$ cat src/rtl/des_pkg.sv
// Shared definitions for the DES key-schedule front end: round count,
// per-round left-shift schedule, FSM state type and C/D value types.
package des_pkg;

    localparam int unsigned DES_ROUNDS = 16;

    // Left-rotate amount applied to each 28-bit half when producing C(i)/D(i).
    localparam int unsigned S [DES_ROUNDS] = '{1, 1, 2, 2, 2, 2, 2, 2,
                                               1, 2, 2, 2, 2, 2, 2, 1};

    typedef enum logic {IDLE, RUN} state_e;

    typedef logic [27:0] half_t;
    typedef logic [55:0] cd_t;

endpackage

$ cat src/rtl/pc1_perm.sv
// DES Permuted Choice 1: 64-bit key (bit 63 = DES bit 1) to 56-bit C0D0
// (bit 55 = C bit 1). Purely combinational; the 8 parity bits are dropped.
module pc1_perm
    import des_pkg::*;
(
    input  logic [63:0] key_i,
    output cd_t         c0d0_o
);

    // Entry i is the DES key bit number (1-based, MSB first) feeding C0D0 bit i+1.
    localparam int unsigned PC1 [56] = '{
        57, 49, 41, 33, 25, 17,  9,  1, 58, 50, 42, 34, 26, 18,
        10,  2, 59, 51, 43, 35, 27, 19, 11,  3, 60, 52, 44, 36,
        63, 55, 47, 39, 31, 23, 15,  7, 62, 54, 46, 38, 30, 22,
        14,  6, 61, 53, 45, 37, 29, 21, 13,  5, 28, 20, 12,  4
    };

    for (genvar i = 0; i < 56; i++) begin : g_pc1
        assign c0d0_o[55-i] = key_i[64-PC1[i]];
    end

    // Parity bits (DES bits 8, 16, ..., 64) take no part in the schedule.
    logic unused_parity;
    assign unused_parity = ^{key_i[56], key_i[48], key_i[40], key_i[32],
                             key_i[24], key_i[16], key_i[8],  key_i[0]};

endmodule

$ cat src/rtl/des_key_shift.sv
// DES key-schedule front end: PC-1 on a handshaken key, then 16 rotated
// {C, D} values streamed out one per accepted cycle for a downstream PC-2.
// Optional feature macro: DES_KS_DECRYPT_EN adds the decrypt port and the
// right-rotate datapath that walks the schedule backwards (C16D16 .. C1D1).
module des_key_shift
    import des_pkg::*;
(
    input  logic        clk,
    input  logic        rst_n,
    input  logic        key_valid,
    output logic        key_ready,
    input  logic [63:0] key_in,
`ifdef DES_KS_DECRYPT_EN
    input  logic        decrypt,
`endif
    output logic        cd_valid,
    input  logic        cd_ready,
    output logic [55:0] cd56,
    output logic [3:0]  round_idx,
    output logic        last
);

    state_e      state_q, state_d;
    logic        valid_q, valid_d;
    cd_t         cd_q, cd_d;
    logic [3:0]  idx_q, idx_d;
    logic        last_q, last_d;
    cd_t         c0d0;
    logic [3:0]  nxt_idx;
`ifdef DES_KS_DECRYPT_EN
    logic        dec_q, dec_d;
    logic [3:0]  rev_idx;
`endif

    function automatic half_t rotl_half(input half_t h, input logic two);
        return two ? {h[25:0], h[27:26]} : {h[26:0], h[27]};
    endfunction

    function automatic cd_t rotl_cd(input cd_t v, input logic two);
        return {rotl_half(v[55:28], two), rotl_half(v[27:0], two)};
    endfunction

`ifdef DES_KS_DECRYPT_EN
    function automatic half_t rotr_half(input half_t h, input logic two);
        return two ? {h[1:0], h[27:2]} : {h[0], h[27:1]};
    endfunction

    function automatic cd_t rotr_cd(input cd_t v, input logic two);
        return {rotr_half(v[55:28], two), rotr_half(v[27:0], two)};
    endfunction
`endif

    pc1_perm u_pc1 (
        .key_i  (key_in),
        .c0d0_o (c0d0)
    );

    assign nxt_idx   = idx_q + 4'd1;
`ifdef DES_KS_DECRYPT_EN
    assign rev_idx   = 4'd15 - idx_q;
`endif
    assign key_ready = rst_n && (state_q == IDLE);
    assign cd_valid  = valid_q;
    assign cd56      = cd_q;
    assign round_idx = idx_q;
    assign last      = last_q;

    // Next-state: load first round on key handshake, advance on output handshake.
    always_comb begin
        state_d = state_q;
        valid_d = valid_q;
        cd_d    = cd_q;
        idx_d   = idx_q;
        last_d  = last_q;
`ifdef DES_KS_DECRYPT_EN
        dec_d   = dec_q;
`endif
        case (state_q)
            IDLE: begin
                if (key_valid && key_ready) begin
                    state_d = RUN;
                    valid_d = 1'b1;
                    idx_d   = '0;
                    last_d  = 1'b0;
`ifdef DES_KS_DECRYPT_EN
                    dec_d   = decrypt;
                    // Decrypt starts at C16D16, which equals the unrotated C0D0.
                    cd_d    = decrypt ? c0d0 : rotl_cd(c0d0, S[0] == 2);
`else
                    cd_d    = rotl_cd(c0d0, S[0] == 2);
`endif
                end
            end
            RUN: begin
                if (cd_ready) begin
                    if (idx_q == 4'(DES_ROUNDS - 1)) begin
                        state_d = IDLE;
                        valid_d = 1'b0;
                        idx_d   = '0;
                        last_d  = 1'b0;
                    end else begin
                        idx_d  = nxt_idx;
                        last_d = (nxt_idx == 4'(DES_ROUNDS - 1));
`ifdef DES_KS_DECRYPT_EN
                        cd_d   = dec_q ? rotr_cd(cd_q, S[rev_idx] == 2)
                                       : rotl_cd(cd_q, S[nxt_idx] == 2);
`else
                        cd_d   = rotl_cd(cd_q, S[nxt_idx] == 2);
`endif
                    end
                end
            end
        endcase
    end

    // State and output registers with synchronous active-low reset.
    always_ff @(posedge clk) begin
        if (!rst_n) begin
            state_q <= IDLE;
            valid_q <= 1'b0;
            cd_q    <= '0;
            idx_q   <= '0;
            last_q  <= 1'b0;
`ifdef DES_KS_DECRYPT_EN
            dec_q   <= 1'b0;
`endif
        end else begin
            state_q <= state_d;
            valid_q <= valid_d;
            cd_q    <= cd_d;
            idx_q   <= idx_d;
            last_q  <= last_d;
`ifdef DES_KS_DECRYPT_EN
            dec_q   <= dec_d;
`endif
        end
    end

endmodule

$ cat config.mk
export PLATFORM = sky130hd
export DESIGN_NAME = des_key_shift
export DESIGN_NICKNAME = d
export VERILOG_FILES = /design/src/rtl/des_pkg.sv /design/src/rtl/pc1_perm.sv /design/src/rtl/des_key_shift.sv
export SDC_FILE = /design/constraint.sdc
export NUM_CORES = 1
export LEC_CHECK = 0
export CORE_AREA = 4 4 86 120
export DETAILED_ROUTE_END_ITERATION = 10
export DIE_AREA = 0 0 90 124
export PLACE_DENSITY = 0.92
export SETUP_SLACK_MARGIN = 0.2
export SLEW_MARGIN = 0
export SYNTH_ARGS = -nofsm -noshare
export SYNTH_HDL_FRONTEND = slang
export SYNTH_SLANG_ARGS = --single-unit
$ cat constraint.sdc
create_clock -name clk -period 2.7 [get_ports clk]
set_clock_uncertainty 0.05 [all_clocks]
set_input_delay 0.54 -clock clk [delete_from_list [all_inputs] [get_ports clk]]
set_output_delay 0.54 -clock clk [all_outputs]
set_load 0.02 [all_outputs]
# Word level (Yosys, flattened, before mapping)
# Memories as Yosys holds them, arrays and structs flattened.
# Cells that the tools add are included.
totals:
  register_bits: 63
  mem_bits_ro: 512
  input_bits: 68
  out_inout_bits: 63
  word_cells: 46
  n_memories: 1
classes:
  addsub: 1
  order_cmp: 1
  n_eq_ne: 7
  muxes: 24
  bitwise: 2
  n_reduce_logical: 5
memory_table:
  columns: ["memory", "words", "word_bits", "rd", "rd_ports_with_merged_regs", "wr", "line", "rtl"]
  rows:
  - ["(no name shown)", 16, 32, 1, 0, 0, "des_key_shift.sv:108", "cd_d = rotl_cd(cd_q, S[nxt_idx] == 2);"]
ops:
  columns: ["operator", "n"]
  rows:
  - ["$mux 56", 3]
  - ["$pmux 56 s2", 1]
  - ["$mux 32", 2]
  - ["$mux 28", 2]
  - ["$eq 32x2->1 const B", 1]
  - ["$mux 4", 3]
  - ["$mux 1", 9]
  - ["$eq 4x4->1 const B", 2]
  - ["$pmux 4 s2", 1]
  - ["$pmux 1 s2", 3]
  - ["$reduce_and 3->1", 2]
  - ["$ge 5x5->1 const B", 1]
  - ["$not 4->5", 1]
  - ["$add 4x1->4 const B", 1]
  - ["$ne 2x1->1 const B", 2]
  - ["$ne 2x2->1 const B", 2]
  - ["$logic_and 1x1->1", 2]
  - ["$reduce_and 2->1", 1]
  - ["$not 1->1", 1]

# Logic depth before layout (Yosys ltp)
depth:
  word_depth: 10
  ltp_mapped: 8
  depth_no_buf: 6

# Cells and area by module
# From an unflattened synthesis, not the netlist that was laid out.
hier_totals:
  hier_cells: 631
  hier_area_um2: 4737.0
modules_own_cells:
  columns: ["module", "instances", "cells_each", "area_per_inst_um2", "seq_area_each_um2"]
  rows:
  - ["des_key_shift", 1, 575, 4316.6, 1261.2]
  - ["pc1_perm", 1, 56, 420.4, 0.0]

# Least setup slack after synthesis
# Ideal clock, no wire load.
synth_timing:
  path_kind: "register -> register"
  start: "register idx_q[1], in the netlist round_idx[1]"
  end: "register cd_q[34], in the netlist cd56[34]"
  setup_ns: 0.124
  arrival_ns: 1.887
  t_required_ns: 2.526
  setup_slack_ns: 0.639
  path_stages_with_launch: 9
  n_path_buf: 3
  synth_period_minus_slack_ns: 2.061
  cell_sequence: "dfxtp_1 -> ha_1 -> buf_6 -> nor4b_2 -> or3_4 -> buf_6 -> buf_12 -> o211ai_2 -> a31oi_1"
synth_via:
  elab_chain_len: 10
  elab_cells_between_ends: 13
  classes_between: "add/sub (1); eq/ne (3); mux (6); bitwise (1); reduce/logical (1); memory (1)"
synth_rtl:
  columns: ["item", "line", "rtl"]
  rows:
  - ["start: declaration", "des_key_shift.sv:26", "logic [3:0] idx_q, idx_d;"]
  - ["start signal: assignment", "des_key_shift.sv:131", "idx_q <= idx_d;"]
  - ["$add 4x1->4", "des_key_shift.sv:58", "assign nxt_idx = idx_q + 4'd1;"]
  - ["$not 4->5 (implied by the code)", "des_key_shift.sv:108", null]
  - ["$mem_v2 16x32", null, null]
  - ["$mux 32 (implied by the code) (2 in series)", "des_key_shift.sv:108", null]
  - ["$eq 32x2->1", "des_key_shift.sv:108", null]
  - ["$mux 28", "des_key_shift.sv:36", "return two ? {h[25:0], h[27:26]} : {h[26:0], h[27]};"]
  - ["$mux 56", "des_key_shift.sv:96", "if (idx_q == 4'(DES_ROUNDS - 1)) begin"]
  - ["$mux 56", "des_key_shift.sv:95", "if (cd_ready) begin"]
  - ["$pmux 56 s2", "des_key_shift.sv:78", "case (state_q)"]
  - ["end signal: assignment", "des_key_shift.sv:121", "cd_q <= '0;"]
  - ["end signal: assignment", "des_key_shift.sv:130", "cd_q <= cd_d;"]
  - ["end: declaration", "des_key_shift.sv:25", "cd_t cd_q, cd_d;"]
# Parallel ways exist; a longest one is shown, timed or not. The select of a mux whose other input is x is not followed.
# A chain may end at the register's enable or synchronous reset.

# Worst setup path in the final report
layout_timing:
  start: "register idx_q[1], in the netlist round_idx[1]"
  end: "register cd_q[11], in the netlist cd56[11]"
# The elaborated chain is that of the path after synthesis.

==> impl_metrics.toml <==
[pwr]
comb_power_share = 0.295
power.share.clock = 0.348
sw_frac_of_total = 0.337
internal-power_mw = 2.20
irDropWorstVdd_mv = 0.345
total_leakage_power_nw = 2.13
seqPwrFrac = 0.358
p_sw_mw = 1.12
p_per_area_nw_per_um2 = 572

[cells_and_area]
antenna_cells = 0
syn_to_final_growth_pct = 33.8
nets = 728
drive_gt1_frac = 0.133
fill_cells = 768
utilization = 0.622

[setup_path]
cp_cell_sequence = "ha_1 -> buf_4 -> xnor2_2 -> a22oi_2 -> buf_12 -> o211ai_1 -> a31oi_1"
slowest_stage = "dfxtp_1"
startpoint_type = "flop"
crit_buf_inv = 2
max_stage_delay_ns = 0.53
crit_required_ns = 2.90
crit_path_end_kind = "flop"
critical_path_class = "reg -> reg"
critPathArrivalTime_ns = 2.59
crit_fanout = 56
crit_family = "compound AO/OA/AOI/OAI gates"

[synth]
synthArstFlopShare = 0
yosysMostFrequentCell = "nor2_1"
synth_area_per_cell_um2 = 7.52
synth_commonest_cells = "nor2_1 (153), dfxtp_1 (63), o21ai_0 (59)"
ys_seq_area_frac = 0.291
synth_top_area_frac = 0.291
synth_seq_cells = 63
syn_inst = 575
yosysWarnings = 0
yosys.area.top_type = "dfxtp_1"
netlist_area_um2 = 4330
syn_nets = 647
synthFlopType = "dfxtp_1"
synth_area_leaders = "dfxtp_1 (29%), nor2_1 (13%), o211ai_2 (12%), nand4_1 (8.2%), a31oi_1 (8.1%)"
synth_cell_types = 39
synth-edff-count = 0

[sta]
fin_crit_sh = 0.884
tightest_slew_ns = 1.16
max_freq_mhz = 419
tns_ns = 0
rsz0062_at_grt = "no"
period_needed_ns = 2.39
setup_viol = 0
finalHoldViolations = 0
maxSlewViolCount = 0
slew_headroom = 0.226

[routing]
drc = 0
wl_per_cell_um = 18.0
wirelength_um = 13900
ant_nets = 0
route.vias.total = 4906
dr.pass1.iters = 7
viasPerCell = 6.36
drt_iter0_markers = 405

[floorplanning]
core_area_um2 = 9300
die_width_um = 90
rows = 42
dieArea_um2 = 11200
io_pins = 131
die_h_um = 124
start_util = 0.465

[clock_tree]
clk_path_buf_depth = 2
htreeDepth = 3
numCtsBuffers = 9
cts.sinks = 63
clkTransAtPathRegs_ns = 0.05
holdBufCountCts = 0
insertion_delay_ns = 0.33
cts.root.buffer_cell = "clkbuf_16"
cts_tree = "done"

[grt]
grt_pass1_wl_um = 22200
antenna_found_initial = 0
grt_overflow = 0
grt_pass1_vias = 4647
grt.total_usage = 0.238
grt_max_degree = 111

[placement]
portBuffers = 122
hpwl_um = 8650
place_congestion = 0.808

[outcome]
outcome = "finished, final reports clean"

[worst_hold_path]
min_path_type = "reg -> reg"

[flow_run]
drv_cap = 0
[cell type report]
cell class,count,area [um2],share of cell area
repair buffers,142,1420,0.245
inverters,3,11.3,0.00195
clock buffers,12,246,0.0426
clock inverters,4,45.0,0.00778
well taps,110,138,0.0238
multi-input cells,437,2660,0.460
flip-flops and latches,63,1260,0.219
[through the flow]
step                power [mW]  cells  setup WS (ns)  cell area, um2  hold WS (ns)
floorplan                 1.74    575          0.639            4330         0.489
global placement          2.13    750          0.347            5450         0.409
detailed placement        2.16    750          0.209            5450         0.411
CTS                       3.30    766          0.269            5740         0.418
global route              3.44    771          0.166            5790         0.438
finish                    3.31    771          0.313            5790         0.419
[routing by layer]
metal,track usage,up-vias,part of all wire
met5,0,-,0
met4,0.129,0,0.030
met3,0.0447,39,0.080
met2,0.411,311,0.50
met1,0.281,2275,0.39
li1,-,2281,-
[path summary, 6_finish.rpt]
path,startpoint,end,slack [ns],depth (start not counted)
min,last,last,0.42,2
max reg2reg,round_idx[1],cd56[11],0.31,7
min reg2reg,last,last,0.42,2
max,round_idx[1],cd56[11],0.31,7
[registers in the layout (all words and copies together), names as in the netlist]
register	count
state_q	1
round_idx	4
cd_valid	1
cd56	56
last	1
[placed cells by master (no fill, tap or decap), types with 2 or more instances in the layout]
master             n
nor2_1           153
clkdlybuf4s50_1  121
dfxtp_1           62
o21ai_0           59
nand4_1           57
a31oi_1           56
o211ai_2          40
o211ai_1          18
buf_4             15
nor2b_1            9
clkbuf_16          9
nor3_1             7
a21oi_1            5
nand2_1            4
a21boi_0           4
ha_1               4
buf_12             4
inv_1              3
clkinv_2           3
nor4b_2            2
nand3_1            2
clkbuf_1           2
[worst register-to-register path: cells and delay by family (launching register included)]
family                     cells  cell delay, ns
buffers and inverters          2            0.54
AOI/OAI and AO/OA              3            0.72
adders and majority gates      1            0.35
DFF                            1            0.53
xor gates and xnor gates       1            0.11
[what timing repair did]
item | in CTS | in global routing
gates cloned | 0 | 0
resized for setup | 1 | 1
buffers inserted | 0 | 5
pin swaps | 0 | 2
setup endpoints to repair | 3 | 39
[power by group through the flow]
stage / Clock (mW) / Combinational, mW / Sequential (mW)
2_1_floorplan: 0 / 0.451 / 1.29
3_3_place_gp: 0 / 0.939 / 1.19
3_5_place_dp: 0 / 0.966 / 1.19
4_1_cts: 1.16 / 0.970 / 1.18
5_1_grt: 1.19 / 1.05 / 1.20
6_report: 1.15 / 0.976 / 1.19
[kinds of logic (layout without fill, tap and decap cells)]
logic type      after synthesis  count (layout)  share of synthesized area
xor+xnor                      1               1                    0.00376
simple gates                242             242                      0.267
fa+ha+maj                     4               4                     0.0116
flops                        63              63                      0.291
buf+inv                      75             161                      0.102
compound gates              190             190                      0.324
(Power assumes the default switching activity.)
